[src/rtl/etapa_if_id_queue.sv]
// DEPTH-entry IF/ID instruction queue with valid/ready on both sides; head visible one edge after push.
// Optional stall/flush statistics counters when ETAPA_IF_ID_QUEUE_STATS_EN is defined.
module etapa_if_id_queue #(
  parameter  int NBITS = 32,
  parameter  int DEPTH = 4,
  localparam int CNTW  = $clog2(DEPTH+1)
) (
  input  logic             i_clk,
  input  logic             i_reset,
  input  logic             i_IF_ID_Flush,
  input  logic             i_push_valid,
  output logic             o_push_ready,
  input  logic [NBITS-1:0] i_PC4,
  input  logic [NBITS-1:0] i_PC8,
  input  logic [NBITS-1:0] i_Instruction,
  output logic             o_pop_valid,
  input  logic             i_IF_ID_Write,
  output logic [NBITS-1:0] o_PC4,
  output logic [NBITS-1:0] o_PC8,
  output logic [NBITS-1:0] o_Instruction,
`ifdef ETAPA_IF_ID_QUEUE_STATS_EN
  output logic [31:0]      o_stall_cycles,
  output logic [15:0]      o_flush_count,
`endif
  output logic [CNTW-1:0]  o_count
);

  localparam int PW = $clog2(DEPTH);

  typedef struct packed {
    logic [NBITS-1:0] pc4;
    logic [NBITS-1:0] pc8;
    logic [NBITS-1:0] instr;
  } entry_t;

  entry_t          mem [DEPTH];
  entry_t          head;
  logic [PW-1:0]   wr_ptr;
  logic [PW-1:0]   rd_ptr;
  logic [CNTW-1:0] count;
  logic            full;
  logic            empty;
  logic            push;
  logic            pop;

  // Ready/valid come from registered count only, so there is no input-to-output path.
  assign full         = (count == CNTW'(DEPTH));
  assign empty        = (count == '0);
  assign o_push_ready = !full;
  assign o_pop_valid  = !empty;
  assign push         = i_push_valid & !full;
  assign pop          = i_IF_ID_Write & !empty;

  always_ff @(posedge i_clk) begin
    if (i_reset || i_IF_ID_Flush) begin
      wr_ptr <= '0;
      rd_ptr <= '0;
      count  <= '0;
    end else begin
      if (push) wr_ptr <= wr_ptr + 1'b1;
      if (pop)  rd_ptr <= rd_ptr + 1'b1;
      if (push && !pop)      count <= count + 1'b1;
      else if (pop && !push) count <= count - 1'b1;
    end
  end

  always_ff @(posedge i_clk) begin
    if (!i_reset && !i_IF_ID_Flush && push)
      mem[wr_ptr] <= '{pc4: i_PC4, pc8: i_PC8, instr: i_Instruction};
  end

  // Empty queue presents a zero bubble (NOP) to decode.
  assign head          = empty ? '0 : mem[rd_ptr];
  assign o_PC4         = head.pc4;
  assign o_PC8         = head.pc8;
  assign o_Instruction = head.instr;
  assign o_count       = count;

`ifdef ETAPA_IF_ID_QUEUE_STATS_EN
  always_ff @(posedge i_clk) begin
    if (i_reset) begin
      o_stall_cycles <= '0;
      o_flush_count  <= '0;
    end else begin
      if (i_push_valid && full && !(&o_stall_cycles))
        o_stall_cycles <= o_stall_cycles + 1'b1;
      if (i_IF_ID_Flush && !(&o_flush_count))
        o_flush_count <= o_flush_count + 1'b1;
    end
  end
`endif

endmodule

[config.mk]
export PLATFORM = sky130hd
export DESIGN_NAME = etapa_if_id_queue
export DESIGN_NICKNAME = d
export VERILOG_FILES = /design/src/rtl/etapa_if_id_queue.sv
export SDC_FILE = /design/constraint.sdc
export NUM_CORES = 1
export LEC_CHECK = 0
export ABC_AREA = 1
export CAP_MARGIN = 10
export CORE_MARGIN = 4
export CORE_UTILIZATION = 25
export CTS_BUF_LIST = sky130_fd_sc_hd__clkbuf_4
export CTS_CLUSTER_DIAMETER = 200
export DETAILED_ROUTE_END_ITERATION = 16
export GPL_ROUTABILITY_DRIVEN = 0
export PLACE_DENSITY = 0.44
export SYNTH_ARGS = -nofsm -noshare
export SYNTH_HDL_FRONTEND = slang
export SYNTH_SLANG_ARGS = --single-unit
[constraint.sdc]
create_clock -name i_clk -period 6.7 [get_ports i_clk]
set_clock_uncertainty 0.1 [all_clocks]
set_input_delay 0.67 -clock i_clk [delete_from_list [all_inputs] [get_ports i_clk]]
set_output_delay 0.67 -clock i_clk [all_outputs]
set_load 0.005 [all_outputs]
==> impl_metrics.py, run 1 <==
metrics = {
    "run_status": {
        "result_of_the_run": "complete, no violations",
    },
    "placed_design": {
        "detailedPlacementHpwl_microns": 22100,
        "place_inst": 2123,
        "worst_slack_after_detailed_placement_ns": 2.63,
        "placement.io_buffers": 201,
        "cell_area_after_placement_sq_mm": 0.0181,
    },
    "clock_tree": {
        "cts-root-buf": "sky130_fd_sc_hd__clkbuf_4",
        "insertion_delay_ns": 0.82,
        "ctsLongestPathBuffers": 3,
        "numClockSinks": 393,
        "ctsHtreeMaxLevel": 3,
        "tritoncts": "yes",
        "path_clk_slew_ns": 0.06,
        "total_clock_buffers_created_by_cts": 108,
        "cts.hold.buffers_added": 0,
        "cts-resized-gates": 0,
        "post_cts_buffers": 0,
    },
    "floorplan": {
        "floorplan.die_area_sq_mm": 0.0652,
        "die-width_microns": 255,
        "core_region_area_sq_mm": 0.0605,
        "placementRows": 90,
        "starting_density_of_the_core_pct": 25.3,
        "boundaryPins": 202,
        "die_ht_microns": 255,
    },
    "synth": {
        "post_synth.cell_area_avg_sq_um": 12.7,
        "syn_inst_count": 1201,
        "post_synthesis_net_count": 1308,
        "yosysWarnings": 0,
        "synth.ff_latch_count": 393,
        "ys_types": 20,
        "ys_seq_area_share_pct": 76.5,
        "syn-cell-area_sq_mm": 0.0153,
    },
    "flow_run": {
        "drv_cap": 0,
    },
    "route": {
        "drcViolationCount": 0,
        "detail_route.iter0.violations": 507,
        "routed-via-count": 10000,
        "wl_microns": 41100,
        "drt-pass1-iter-count": 5,
        "avgViaCountPerCell": 4.30,
        "detail_route.wl_per_cell_microns": 17.7,
        "ant_nets": 0,
    },
    "finish": {
        "layout.cells.most_common": "sky130_fd_sc_hd__nor2_1",
        "multiInputGateArea_sq_mm": 0.00317,
        "area.growth.synth_to_final_pct": 28.1,
        "final_cell_mix": "393 x sky130_fd_sc_hd__nor2_1, 384 x sky130_fd_sc_hd__edfxtp_1, 201 x sky130_fd_sc_hd__clkdlybuf4s50_1",
        "stdcell_count": 2325,
        "layout.area.seq_sq_mm": 0.0117,
        "drive_above_1_share_pct": 13.4,
        "filler_cell_count": 6022,
        "nNetsFinal": 1558,
        "stdcell_area_sq_mm": 0.0196,
    },
    "hold_path": {
        "min_delay_worst_type": "in -> reg",
    },
    "timing": {
        "final.setup.worst_slack_ns": 2.16,
        "timing.max_slew.rel_slack_pct": 23.8,
        "final-hold-violation-count": 0,
        "final_max_slew_viol_count": 0,
        "tightest_slew_ns": 1.14,
        "fin_tns_setup_ns": 0,
        "setup_violations": 0,
        "hold-worst-slack_ns": 0.387,
        "final.period_utilization_pct": 67.8,
        "timing.fmax_mhz": 220,
        "rsz0062_at_grt": "no",
        "final_period_minus_worst_setup_slack_ns": 4.54,
    },
    "power_and_ir_drop": {
        "max-vdd-ir-drop_v": 0.0000952,
        "netSwitchingFraction_pct": 23.3,
        "p_int_uw": 4300,
        "pwr-share-clk_pct": 41.3,
        "combinationalPowerShare_pct": 9.7,
        "seq_power_share_pct": 49.0,
        "power.density_mw_per_mm2": 286,
        "switching_power_uw": 1300,
        "p_leak_uw": 0.00656,
    },
    "worst_setup_path": {
        "worstPathMaxFanout": 66,
        "cp-start-kind": "register",
        "worst_ep_required_time_ns": 5.93,
        "endpoint_kind": "primary output",
        "crit_path_dat_ns": 3.77,
        "timing.setup.critical_path_class": "reg -> out",
    },
    "global_route": {
        "grt_start_max_net_pins": 97,
        "gr-usage-all-layers_pct": 12.2,
        "gr-total-overflow": 0,
        "grt_pass1_vias": 10100,
        "number_of_antenna_violations_at_the_first_check_in_global_routing": 4,
        "grt_pass1_wl_microns": 61500,
    },
}
worst paths after layout:
check | start | end | slack [ns] | cells after the start
setup / recovery | register | o_PC4[5] | 2.16 | 5
setup reg to reg | o_count[0] | mem[0][68] | 3.35 | 5
hold reg to reg | rd_ptr[1] | register | 0.40 | 2
hold / removal | i_PC8[4] | mem[2][36] | 0.39 | 1
state kept, by name (all words and copies together) (netlist names), named ones only:
signal,cells
mem,384
o_count,3
rd_ptr,2
wr_ptr,2
final cells by class:
cell class,count,share of cell area [%]
Timing Repair Buffer,213,10.9
Clock buffer,173,6.63
Antenna cell,3,0.0383
Sequential cell,393,59.8
Tap cell,782,4.99
Clock inverter,26,1.11
Multi-Input combinational cell,719,16.2
Inverter,16,0.345
synthesized netlist by cell type:
cell type                  instances  area (sq um)
sky130_fd_sc_hd__nor2_1          397          1490
sky130_fd_sc_hd__edfxtp_1        384         11500
sky130_fd_sc_hd__o21ai_0         175           876
sky130_fd_sc_hd__a21oi_1         100           500
sky130_fd_sc_hd__clkbuf_1         27           101
sky130_fd_sc_hd__buf_4            22           165
sky130_fd_sc_hd__buf_2            18          90.1
sky130_fd_sc_hd__nand2_1          17          63.8
sky130_fd_sc_hd__o21ai_1          17          85.1
sky130_fd_sc_hd__inv_1            13          48.8
sky130_fd_sc_hd__dfxtp_1           9           180
sky130_fd_sc_hd__buf_1             5          18.8
sky130_fd_sc_hd__ha_1              5          62.6
sky130_fd_sc_hd__nand3_1           4          20.0
sky130_fd_sc_hd__inv_2             3          11.3
sky130_fd_sc_hd__a21boi_0          1          7.51
sky130_fd_sc_hd__buf_6             1          11.3
sky130_fd_sc_hd__fa_1              1          20.0
sky130_fd_sc_hd__nand3b_1          1          7.51
sky130_fd_sc_hd__xor2_1            1          8.76
stage by stage:
| step | power [uW] | utilization [%] |
|---|---|---|
| 6_report | 5600 | 32.4 |
| 2_1_floorplan | 3010 | - |
| 5_1_grt | 5920 | 32.4 |
| 3_5_place_dp | 3360 | 29.9 |
| 3_3_place_gp | 3360 | 29.9 |
| 4_1_cts | 5720 | 32.4 |
worst max-delay path, stage by stage (launching register included):
cell	delay, ns
sky130_fd_sc_hd__dfxtp_4	0.52
sky130_fd_sc_hd__inv_4	0.57
sky130_fd_sc_hd__buf_4	0.64
sky130_fd_sc_hd__o21ai_0	0.19
sky130_fd_sc_hd__a21oi_1	0.40
sky130_fd_sc_hd__clkdlybuf4s50_1	0.59
logic make-up after synthesis:
family                     share of synthesized area (%)
AOI/OAI and AO/OA                                   9.60
xor gates and xnor gates                          0.0573
adders and majority gates                          0.540
buffers and inverters                               2.92
DFF                                                 76.5
and+or+nand+nor                                     10.3
power groups by stage:
stage	logic [uW]	registers, uW	clock network [uW]
floorplan	207	2800	0
global placement	557	2800	0
detailed placement	558	2800	0
CTS	562	2750	2410
global route	601	2750	2570
finish	544	2750	2310
per-layer routing:
layer | part of all wire [%] | track usage (%) | vias to the layer above
met3 | 6.6 | 4.00 | 70
met1 | 48 | 16.8 | 4817
met5 | 0.037 | 0 | -
met2 | 44 | 18.0 | 274
li1 | - | - | 4843
met4 | 1.7 | 4.40 | 4
Note: power is estimated with default switching activity, not from simulation.
==> inputs of run 2 (changes only) <==
- PLACE_DENSITY: 0.44 -> 0.46
- clock period: 6.7 -> 4.05 ns (I/O delays scaled with it)
==> run 2 against run 1 <==
  * Largest power group unchanged
  * Setup slack got worse by 1.8 ns
  * Non-clock buffer count rose by 87
  * Utilization rose by 1.5 points
  * First-iteration DRC count fell by 5.1%
==> impl_metrics.py, run 2 (synthesis gave the netlist of run 1 again) <==
metrics = {
    "hold_path": {
        "min_delay_worst_type": "in -> reg",
    },
    "route": {
        "routed-via-count": 10300,
        "dr_wl_met2_microns": 18700,
        "route.layer.met1.wl_microns": 18100,
        "routed-wl-met3_microns": 2550,
        "detail_route.wl_per_cell_microns": 16.8,
        "drcViolationCount": 0,
        "drt-pass1-iter-count": 5,
        "avgViaCountPerCell": 4.29,
        "ant_nets": 0,
        "top_layer_used": "met4",
        "detail_route.iter0.violations": 481,
        "wl_microns": 40300,
    },
    "clock_tree": {
        "ctsHtreeMaxLevel": 3,
        "post_cts_buffers": 0,
        "ctsLongestPathBuffers": 3,
        "total_clock_buffers_created_by_cts": 108,
        "tritoncts": "yes",
        "insertion_delay_ns": 0.80,
        "numClockSinks": 393,
        "path_clk_slew_ns": 0.06,
        "cts-root-buf": "sky130_fd_sc_hd__clkbuf_4",
    },
    "timing": {
        "fin_tns_setup_ns": 0,
        "final.period_utilization_pct": 90.5,
        "timing.max_slew.rel_slack_pct": 45.8,
        "timing.fmax_mhz": 273,
        "rsz0062_at_grt": "no",
        "final-hold-violation-count": 0,
        "setup_violations": 0,
        "tightest_slew_ns": 0.812,
        "final_period_minus_worst_setup_slack_ns": 3.67,
        "hold-worst-slack_ns": 0.166,
        "final_max_slew_viol_count": 0,
    },
    "power_and_ir_drop": {
        "max-vdd-ir-drop_v": 0.000188,
        "p_leak_uw": 0.00693,
        "netSwitchingFraction_pct": 23.3,
        "pwr-share-clk_pct": 39.9,
        "p_int_uw": 7020,
        "combinationalPowerShare_pct": 10.6,
        "switching_power_uw": 2140,
        "seq_power_share_pct": 49.5,
        "power.density_mw_per_mm2": 447,
    },
    "finish": {
        "filler_cell_count": 5977,
        "drive_above_1_share_pct": 13.1,
        "final_cell_mix": "393 x sky130_fd_sc_hd__nor2_1, 384 x sky130_fd_sc_hd__edfxtp_1, 201 x sky130_fd_sc_hd__clkdlybuf4s50_1",
        "nNetsFinal": 1645,
        "most_flops_register": "mem",
        "layout.cells.most_common": "sky130_fd_sc_hd__nor2_1",
        "post-route-util_pct": 33.9,
        "stdcell_count": 2407,
        "layout.area.seq_sq_mm": 0.0117,
        "largest_register_ffs": 384,
        "multiInputGateArea_sq_mm": 0.00317,
        "area.growth.synth_to_final_pct": 33.9,
    },
    "global_route": {
        "grt_start_max_net_pins": 103,
        "grt_pass1_vias": 10600,
        "grt_pass1_wl_microns": 61800,
        "number_of_antenna_violations_at_the_first_check_in_global_routing": 2,
        "gr-total-overflow": 0,
        "gr-usage-all-layers_pct": 12.1,
    },
    "placed_design": {
        "place_inst": 2136,
        "placement.io_buffers": 201,
        "detailedPlacementHpwl_microns": 20900,
    },
    "worst_setup_path": {
        "worst_ep_required_time_ns": 3.54,
        "endpoint_kind": "primary output",
        "timing.setup.critical_path_class": "reg -> out",
        "worstPathMaxFanout": 57,
        "crit_path_dat_ns": 3.16,
        "setup.reg_to_reg.worst_slack_ns": 1.53,
        "cp-start-kind": "register",
    },
    "floorplan": {
        "starting_density_of_the_core_pct": 25.3,
        "placementRows": 90,
        "core_region_area_sq_mm": 0.0605,
        "die-width_microns": 255,
        "floorplan.die_area_sq_mm": 0.0652,
        "die_ht_microns": 255,
        "boundaryPins": 202,
    },
    "flow_run": {
        "drv_cap": 0,
    },
    "run_status": {
        "result_of_the_run": "complete, no violations",
    },
}
## run 2: what timing repair did
action                     CTS  global route
setup endpoints to repair    0             2
hold endpoints to repair   269             0
gates resized for setup      0             2
hold buffers                74             0
## run 2: final cells by class
| type | instances | share of cell area, % |
|---|---|---|
| Multi-Input combinational cell | 719 | 15.5 |
| Clock buffer | 171 | 6.26 |
| Antenna cell | 2 | 0.0244 |
| Clock inverter | 24 | 0.775 |
| Sequential cell | 393 | 57.2 |
| Inverter | 16 | 0.336 |
| Tap cell | 782 | 4.77 |
| Timing Repair Buffer | 300 | 15.2 |
## run 2: critical path: stages (launching register included)
cell and delay (ns):
sky130_fd_sc_hd__dfxtp_4 0.62, sky130_fd_sc_hd__inv_6 0.28, sky130_fd_sc_hd__buf_12 0.29, sky130_fd_sc_hd__nor2_1 0.14
sky130_fd_sc_hd__o21ai_0 0.08, sky130_fd_sc_hd__a21oi_1 0.30, sky130_fd_sc_hd__clkdlybuf4s50_1 0.58
## run 2: stage by stage
stage	power [uW]	setup slack [ns]	cell area, sq um
detailed placement	5550	1.06	18300
global route	9660	0.0474	20500
finish	9160	0.384	20500
global placement	5550	1.03	18300
CTS	9370	0.0427	20500
floorplan	4970	-1.59	15300
## run 2: routing by layer
| layer | up-vias | global-route usage (%) |
|---|---|---|
| li1 | 5016 | - |
| met1 | 4935 | 15.8 |
| met2 | 288 | 19.0 |
| met3 | 78 | 3.67 |
| met4 | 0 | 4.58 |
| met5 | - | 0 |
## run 2: path summary, 6_finish.rpt
check,start,cells after the start,end
setup reg to reg,o_count[0],6,mem[1][0]
hold reg to reg,rd_ptr[0],2,register
setup / recovery,register,6,o_Instruction[30]
hold / removal,i_PC8[4],1,mem[0][36]
## run 2: power by group through the flow
stage                     clock network [uW]  registers (uW)  logic [uW]
after floorplan                            0            4630         343
after global placement                     0            4620         926
after detailed placement                   0            4620         930
after CTS                               3830            4540         998
after global routing                    4060            4540        1060
final                                   3650            4540         971
